File: src/rtl/cpu_clock_control_if.sv
// cpu_clock_control_if: raw button levels in, CPU clock/reset/status out
interface cpu_clock_control_if;
    logic       auto_en_raw;
    logic       step_raw;
    logic       reset_req_raw;
    logic       cpu_clk_en;
    logic       cpu_reset;
    logic       run_mode;
    logic [1:0] ctrl_state;
    logic [7:0] tick_count;

    modport master (
        output auto_en_raw, step_raw, reset_req_raw,
        input  cpu_clk_en, cpu_reset, run_mode, ctrl_state, tick_count
    );

    modport slave (
        input  auto_en_raw, step_raw, reset_req_raw,
        output cpu_clk_en, cpu_reset, run_mode, ctrl_state, tick_count
    );
endinterface

File: src/rtl/cpu_clock_control.sv
// cpu_clock_control: debounced HOLD/MANUAL/AUTO clock-enable and reset stretcher for the CPU
module cpu_clock_control #(
    parameter int DEBOUNCE_CYCLES = 1000000,
    parameter int AUTO_DIV        = 25000000,
    parameter int RESET_HOLD      = 4
) (
    input logic              clk,
    input logic              reset_n,
    cpu_clock_control_if.slave bus
);
    localparam int DW = $clog2(DEBOUNCE_CYCLES + 1);
    localparam int AW = $clog2(AUTO_DIV);
    localparam int HW = $clog2(RESET_HOLD + 1);

    typedef enum logic [1:0] {HOLD = 2'd0, MANUAL = 2'd1, AUTO = 2'd2} state_t;

    logic [2:0] raw, sync1_q, sync2_q, deb;
    state_t     state_q, state_d;
    logic [AW-1:0] div_q, div_d;
    logic [HW-1:0] hold_q, hold_d;
    logic [7:0] tick_q, tick_d;
    logic       rise_q, step_prev_q, cpu_reset_q, run_mode_q, clk_en;

    assign raw = {bus.reset_req_raw, bus.step_raw, bus.auto_en_raw};

    // two-flop synchronisers for the three button levels
    always_ff @(posedge clk or negedge reset_n) begin
        if (!reset_n) begin
            sync1_q <= '0;
            sync2_q <= '0;
        end else begin
            sync1_q <= raw;
            sync2_q <= sync1_q;
        end
    end

    for (genvar g = 0; g < 3; g++) begin : g_deb
        logic [DW-1:0] cnt_q;
        logic          deb_q;
        // accept a new level only after it has differed for DEBOUNCE_CYCLES in a row
        always_ff @(posedge clk or negedge reset_n) begin
            if (!reset_n) begin
                cnt_q <= '0;
                deb_q <= 1'b0;
            end else if (sync2_q[g] == deb_q) begin
                cnt_q <= '0;
            end else if (cnt_q + 1'b1 == DW'(DEBOUNCE_CYCLES)) begin
                cnt_q <= '0;
                deb_q <= sync2_q[g];
            end else begin
                cnt_q <= cnt_q + 1'b1;
            end
        end
        assign deb[g] = deb_q;
    end

    // next state: reset request beats a mode change, which beats a tick
    always_comb begin
        state_d = state_q;
        div_d   = div_q;
        hold_d  = hold_q;
        clk_en  = 1'b0;
        if (deb[2]) begin
            state_d = HOLD;
            div_d   = '0;
            hold_d  = '0;
        end else begin
            case (state_q)
                HOLD: begin
                    div_d  = '0;
                    hold_d = hold_q + 1'b1;
                    if (hold_q + 1'b1 == HW'(RESET_HOLD))
                        state_d = deb[0] ? AUTO : MANUAL;
                end
                MANUAL: begin
                    if (deb[0]) begin
                        state_d = AUTO;
                        div_d   = '0;
                    end else begin
                        clk_en = rise_q;
                    end
                end
                AUTO: begin
                    if (!deb[0]) begin
                        state_d = MANUAL;
                        div_d   = '0;
                    end else if (div_q == AW'(AUTO_DIV - 1)) begin
                        clk_en = 1'b1;
                        div_d  = '0;
                    end else begin
                        div_d = div_q + 1'b1;
                    end
                end
                default: state_d = HOLD;
            endcase
        end
        tick_d = (state_d == HOLD) ? 8'd0 : tick_q + 8'(clk_en);
    end

    // state, counters, step edge detector and registered status outputs
    always_ff @(posedge clk or negedge reset_n) begin
        if (!reset_n) begin
            state_q     <= HOLD;
            div_q       <= '0;
            hold_q      <= '0;
            tick_q      <= '0;
            rise_q      <= 1'b0;
            step_prev_q <= 1'b0;
            cpu_reset_q <= 1'b1;
            run_mode_q  <= 1'b0;
        end else begin
            state_q     <= state_d;
            div_q       <= div_d;
            hold_q      <= hold_d;
            tick_q      <= tick_d;
            rise_q      <= deb[1] & ~step_prev_q;
            step_prev_q <= deb[1];
            cpu_reset_q <= (state_d == HOLD);
            run_mode_q  <= (state_d == AUTO);
        end
    end

    assign bus.cpu_clk_en = clk_en;
    assign bus.cpu_reset  = cpu_reset_q;
    assign bus.run_mode   = run_mode_q;
    assign bus.ctrl_state = state_q;
    assign bus.tick_count = tick_q;
endmodule

File: src/flat_wrapper.sv
// flat-port wrapper written by rule: the top's interface ports become plain ports
module cpu_clock_control_flat 
#(
    parameter int DEBOUNCE_CYCLES = 1000000,
    parameter int AUTO_DIV        = 25000000,
    parameter int RESET_HOLD      = 4
)
  (clk, reset_n, bus_auto_en_raw, bus_step_raw, bus_reset_req_raw, bus_cpu_clk_en, bus_cpu_reset, bus_run_mode, bus_ctrl_state, bus_tick_count);
  cpu_clock_control_if bus_i ();
  input logic clk;
  input logic reset_n;
  input wire logic [$bits(bus_i.auto_en_raw)-1:0] bus_auto_en_raw;
  input wire logic [$bits(bus_i.step_raw)-1:0] bus_step_raw;
  input wire logic [$bits(bus_i.reset_req_raw)-1:0] bus_reset_req_raw;
  output wire logic [$bits(bus_i.cpu_clk_en)-1:0] bus_cpu_clk_en;
  output wire logic [$bits(bus_i.cpu_reset)-1:0] bus_cpu_reset;
  output wire logic [$bits(bus_i.run_mode)-1:0] bus_run_mode;
  output wire logic [$bits(bus_i.ctrl_state)-1:0] bus_ctrl_state;
  output wire logic [$bits(bus_i.tick_count)-1:0] bus_tick_count;
  assign bus_i.auto_en_raw = bus_auto_en_raw;
  assign bus_i.step_raw = bus_step_raw;
  assign bus_i.reset_req_raw = bus_reset_req_raw;
  assign bus_cpu_clk_en = bus_i.cpu_clk_en;
  assign bus_cpu_reset = bus_i.cpu_reset;
  assign bus_run_mode = bus_i.run_mode;
  assign bus_ctrl_state = bus_i.ctrl_state;
  assign bus_tick_count = bus_i.tick_count;
  cpu_clock_control #(.DEBOUNCE_CYCLES(DEBOUNCE_CYCLES), .AUTO_DIV(AUTO_DIV), .RESET_HOLD(RESET_HOLD)) u_core (.clk(clk), .reset_n(reset_n), .bus(bus_i));
endmodule
File: config.mk
export PLATFORM = sky130hd
export DESIGN_NAME = cpu_clock_control_flat
export DESIGN_NICKNAME = d
export VERILOG_FILES = /design/src/rtl/cpu_clock_control_if.sv /design/src/rtl/cpu_clock_control.sv /design/src/flat_wrapper.sv
export SDC_FILE = /design/constraint.sdc
export NUM_CORES = 1
export LEC_CHECK = 0
export ABC_AREA = 1
export ABC_CLOCK_PERIOD_IN_PS = 2900
export CORE_MARGIN = 4
export CORE_UTILIZATION = 32
export CTS_BUF_LIST = sky130_fd_sc_hd__clkbuf_4
export CTS_CLUSTER_SIZE = 20
export DETAILED_ROUTE_END_ITERATION = 16
export GPL_ROUTABILITY_DRIVEN = 0
export PLACE_DENSITY = 0.5
export SYNTH_ARGS = -nofsm -noshare
export SYNTH_HDL_FRONTEND = slang
export SYNTH_SLANG_ARGS = --single-unit
File: constraint.sdc
create_clock -name clk -period 2.9 [get_ports clk]
set_input_delay 0.58 -clock clk [delete_from_list [all_inputs] [get_ports clk]]
set_output_delay 0.58 -clock clk [all_outputs]
set_load 0.01 [all_outputs]
; Word-level counts from Yosys, hierarchy flattened
; Cells that the tools add are included.
; W data, S select, Z words.
[op_classes]
add_sub_neg = 6
eq_ne = 12
n_mux = 25
bitwise_logic = 5
reduce_logical = 8
[op_table]
columns = op, count
row1 = $mux W20, 6
row2 = $mux W25, 4
row3 = $pmux W25 S3, 1
row4 = $add A20 B1 Y20 const B, 3
row5 = $eq A20 B20 Y1 const B, 3
row6 = $add A25 B1 Y25 const B, 1
row7 = $eq A25 B25 Y1 const B, 1
row8 = $mux W2, 5
row9 = $add A8 B1 Y8, 1
row10 = $mux W8, 1
row11 = $reduce_and A2 Y1, 4
row12 = $mux W3, 2
row13 = $pmux W2 S3, 1
row14 = $eq A2 B2 Y1 const B, 2
row15 = $logic_not A2 Y1, 2
row16 = $mux W1, 4
row17 = $not A1 Y1, 4
row18 = $reduce_bool A4 Y1, 1
row19 = $add A3 B1 Y3 const B, 1
row20 = $eq A1 B1 Y1, 3
row21 = $eq A3 B3 Y1 const B, 1
row22 = $ne A3 B1 Y1 const B, 1
row23 = $eq A2 B1 Y1 const B, 1
row24 = $pmux W1 S2, 1
row25 = other kinds (2), 2
[word_totals]
ff_bits = 111
input_bits = 5
out_inout_bits = 13

; Depth between registers and ports, before layout
[logic_depth]
depth_word = 7
mapped_depth = 18

; Least setup slack after synthesis
; OpenSTA, ideal clock, no wires.
[synth_timing]
kind = register to register
from = register u_core.div_q[0]
to = register u_core.tick_q[6], in the netlist u_core.bus.tick_count[6]
setup_time_ns = 0.077
arrival_ns = 2.280
path_slack_ns = 0.542
path_stages_with_launch = 19
period_less_slack_ns = 2.358
path_cell_list = dfrtp_1 > ha_1 > nand3_1 > nor4_1 > nand2_1 > nor2_1 > nand3_1 > a21oi_1 > ha_1 > nand2_1 > inv_1 > nand2_1 > nor2_1 > nand2_1 > inv_1 > nand2_1 > inv_1 > o22ai_1 > a21oi_1
[synth_between]
elab_chain_len = 7
[synth_rtl]
columns = item, line
row1 = "start, declared", cpu_clock_control.sv:19  ; logic [AW-1:0] div_q, div_d;
row2 = "start signal, assigned", cpu_clock_control.sv:113  ; div_q <= div_d;
row3 = $eq A25 B25 Y1, cpu_clock_control.sv:87  ; end else if (div_q == AW'(AUTO_DIV - 1)) begin
row4 = $mux W1, cpu_clock_control.sv:87
row5 = $mux W1, cpu_clock_control.sv:84  ; if (!deb[0]) begin
row6 = $pmux W1 S2, cpu_clock_control.sv:68  ; case (state_q)
row7 = $mux W1, cpu_clock_control.sv:63  ; if (deb[2]) begin
row8 = named net bus_cpu_clk_en, flat_wrapper.sv:15  ; output wire logic [$bits(bus_i.cpu_clk_en)-1:0] bus_cpu_clk_en;
row9 = $add A8 B1 Y8, cpu_clock_control.sv:97  ; tick_d = (state_d == HOLD) ? 8'd0 : tick_q + 8'(clk_en);
row10 = $mux W8, cpu_clock_control.sv:97
row11 = named net u_core.tick_d[6], cpu_clock_control.sv:21  ; logic [7:0] tick_q, tick_d;
row12 = "end signal, assigned", cpu_clock_control.sv:115  ; tick_q <= tick_d;
row13 = "end, declared", cpu_clock_control.sv:21
; The timed path passes the listed nets, and every way through them passes these cells.
; A chain may end at the register's enable or synchronous reset.

; Worst setup path after layout
[layout_timing]
from = register u_core.div_q[1]
to = output bus_cpu_clk_en
[layout_between]
elab_chain_len = 5
[layout_rtl]
columns = item, line
row1 = $eq A25 B25 Y1, cpu_clock_control.sv:87
row2 = $mux W1, cpu_clock_control.sv:87
row3 = $mux W1, cpu_clock_control.sv:84
row4 = $pmux W1 S2, cpu_clock_control.sv:68
row5 = $mux W1, cpu_clock_control.sv:63
row6 = "end, declared", flat_wrapper.sv:15
; No other way between the ends.

==> run summary <==
run status - complete, no violations
routed via count divided by cell count - 4.658
most frequent standard cell in the layout excluding fill and tap cells - sky130_fd_sc_hd__nand2_1
root buffer selected by CTS - sky130_fd_sc_hd__clkbuf_4
number of port buffers - 17
final non-filler cell area - 0.007212 mm2
TritonCTS clock tree - yes
average footprint of a synthesized cell - 7.350 um2
antenna violations before repair - 0
Critical R2R Capture - u_core.bus.tick_count[6]
first-pass GRT wire length - 26.25 mm
start-to-end type of the worst setup path - flop to output port
area taken by multi-input logic gates - 0.003274 mm2
Antenna diodes - 0
number of setup violations in the final report - 0
final wirelength - 14.90 mm
highest-count cells in the layout ignoring fill and taps - sky130_fd_sc_hd__nand2_1 (234), sky130_fd_sc_hd__nor2_1 (153), sky130_fd_sc_hd__dfrtp_1 (110)
Placeable Area - 0.01972 mm2
total negative setup slack - 0 ns
Worst-Margin Slew - 1.090 ns
pin count of the biggest net entering global routing - 45
setup repair after global routing missed its margin - no
post-synthesis register bit count - 111
number of levels the H-tree was split into - 3
IR Drop Worst-Case VDD - 191.7 uV
launching point of the worst reg2reg path - u_core.div_q[1]
Clock Pin Slew Worst Setup and Hold Paths - 0.17 ns
routing layer with the top usage in global route - met2
Starting DRT DRC Count - 296
# clock sinks - 111
met3 track utilization from global routing - 2.619%
fill cell total of the finished layout - 2060
Synth Cell Area - 0.006482 mm2
shortest period the worst path allows - 2.647 ns
sequential-to-total area share from yosys stat - 42.87%
leftover overflow at the end of global routing - 0
relative slew slack - 26.82%
maxcap violations - 0
Chip Height - 150.3 um
Syn-to-layout area delta - 11.25%
synthesized instance count - 882
clock buffers created by TritonCTS - 9
met2 demand-to-capacity share in global routing - 24.15%
antenna viol nets, final - 0
power density relative to cell area - 341.0 mW/mm2
row cnt - 51
area enclosed by the die boundary - 0.02260 mm2
GRT Util Overall - 14.21%
Layout Utilization - 36.58%
layout net count - 936
length in cells of the worst reg-to-reg path - 19
Hold EP - u_core.sync2_q[1]
instance count along the most critical hold path - 0
arrival time reported for the critical path endpoint - 2.07 ns
FF-to-FF setup slack - 0.40 ns
critical path required time - 2.32 ns
post-synth net total - 902
Final HPWL DP - 11.19 mm
initial standard-cell utilization of the core - 32.88%
Die Width - 150.3 um
number of global-route vias before repair - 5403
timing-limited maximum frequency - 0.3778 GHz
worst clock skew on the final layout - 0.01198 ns
ratio of final minimum period to clock period - 91.27%
kind of end point of the critical path - output port
count of cell types in the netlist - 33
ratio of cells with drive above 1 in the final layout - 8.469%
GR Util met1 - 18.78%
Yosys Warn Count - 0
total number of vias - 5524
area of all sequential standard cells - 0.002779 mm2
count of endpoints failing hold in the final timing report - 0
worst min-delay path startpoint - u_core.sync1_q[1]
length of the first detailed-routing pass in iterations - 5
Routed WL per cell - 12.56 um
largest fanout on the critical path - 3
crit start category - flop
clock latency on the worst-skew pair - 0.49 ns
class of the tightest hold or removal check - flop to flop
number of top-level pins - 18
clk buf depth - 2
instance area after placement - 0.007048 mm2
number of remaining DRC errors - 0
leakage power of the design - 3.144 nW
final-report max-slew violation count - 0
-- cell type report --
cell class | count | area share (%)
multi-input cells | 656 | 45.40
flip-flops and latches | 111 | 38.53
well taps | 265 | 4.597
repair buffers | 34 | 4.233
clock inverters | 7 | 0.8848
inverters | 104 | 5.413
clock buffers | 9 | 0.9368
-- report_power, final --
group          internal (mW)  switching [mW]
logic                 0.0271          0.0651
registers               1.56          0.0147
clock network          0.256           0.533
total                   1.85           0.613
-- layer usage --
| metal | part of all wire, % | wire length, um | up-vias |
|---|---|---|---|
| met2 | 47 | 7072 | 73 |
| met4 | 1.3 | 198 | 0 |
| met1 | 48 | 7174 | 2555 |
| li1 | - | - | 2881 |
| met5 | 0 | 0 | - |
| met3 | 3.0 | 454 | 15 |
-- worst max-delay path by stage --
stage | from | endpoint | slack, ns | cells past startpoint
3_3_place_gp | u_core.div_q[1] | bus_cpu_clk_en | 0.27 | 8
3_5_place_dp | u_core.div_q[1] | bus_cpu_clk_en | 0.23 | 8
4_1_cts | u_core.div_q[1] | bus_cpu_clk_en | 0.1 | 8
6_report | u_core.div_q[1] | bus_cpu_clk_en | 0.25 | 8
5_1_grt | u_core.div_q[1] | bus_cpu_clk_en | 0.06 | 8
2_1_floorplan | u_core.div_q[0] | u_core.bus.tick_count[6] | 0.54 | 18
-- cells by family after synthesis --
kind of cell | Yosys count | synth area share [%]
AOI/OAI and AO/OA | 56 | 4.941
xor gates and xnor gates | 31 | 4.188
adders and majority gates | 15 | 2.895
buffers and inverters | 115 | 6.813
DFF | 111 | 42.87
muxes | 1 | 0.1544
and+or+nand+nor | 553 | 38.14
-- critical path: stages, from the launching register on --
cell and delay (ns):
sky130_fd_sc_hd__dfrtp_1 0.39, sky130_fd_sc_hd__ha_1 0.19, sky130_fd_sc_hd__nand3_1 0.13, sky130_fd_sc_hd__nor4_2 0.17, sky130_fd_sc_hd__nand2_1 0.09, sky130_fd_sc_hd__nor2_2 0.14, sky130_fd_sc_hd__nand3_1 0.11, sky130_fd_sc_hd__a21oi_2 0.19
sky130_fd_sc_hd__clkbuf_2 0.16
-- synth_stat cells (all sizes together) --
cell type | instances | share of area, %
ha | 15 | 2.9
nor3 | 17 | 1.3
xor2 | 23 | 3.1
o21bai | 7 | 0.81
o211ai | 1 | 0.12
nor4 | 5 | 0.48
nand3 | 62 | 5.2
nand4 | 40 | 3.9
clkbuf | 6 | 0.37
mux2i | 1 | 0.15
nor3b | 2 | 0.23
o21ai | 19 | 1.5
xnor2 | 8 | 1.1
dfstp | 1 | 0.41
o22ai | 4 | 0.39
o21a | 3 | 0.35
nor2 | 181 | 12
a21oi | 21 | 1.6
inv | 104 | 6.0
a31o | 1 | 0.14
nand2 | 242 | 14
nand3b | 4 | 0.46
dfrtp | 110 | 42
buf | 5 | 0.42
-- sequential cells by signal (all words and copies together), names as in the netlist --
name	count
u_core.bus.cpu_reset	1
u_core.bus.ctrl_state	2
u_core.bus.run_mode	1
u_core.bus.tick_count	8
u_core.div_q	25
u_core.g_deb.cnt_q	60
u_core.g_deb.deb_q	3
u_core.hold_q	3
u_core.rise_q	1
u_core.step_prev_q	1
u_core.sync1_q	3
u_core.sync2_q	3
-- through the flow --
step           instances  power [mW]  worst slack, ns  hold WS (ns)
2_1_floorplan        882       1.643           0.5423        0.2844
3_3_place_gp        1167       1.703           0.2662        0.3354
4_1_cts             1185       2.515          0.09638        0.3755
5_1_grt             1186       2.579          0.06279        0.3898
3_5_place_dp        1167       1.702           0.2317        0.3362
6_report            1186       2.459           0.2531        0.3702
-- repair_timing --
action | 4_1_cts | 5_1_grt
endpoints found under the hold margin | 22 | 0
buffers inserted | 1 | 1
hold buffers | 1 | 0
resized for setup | 4 | 2
pin swaps | 0 | 1
setup endpoints to repair | 1 | 1
Note: power is estimated with default switching activity, not from simulation.
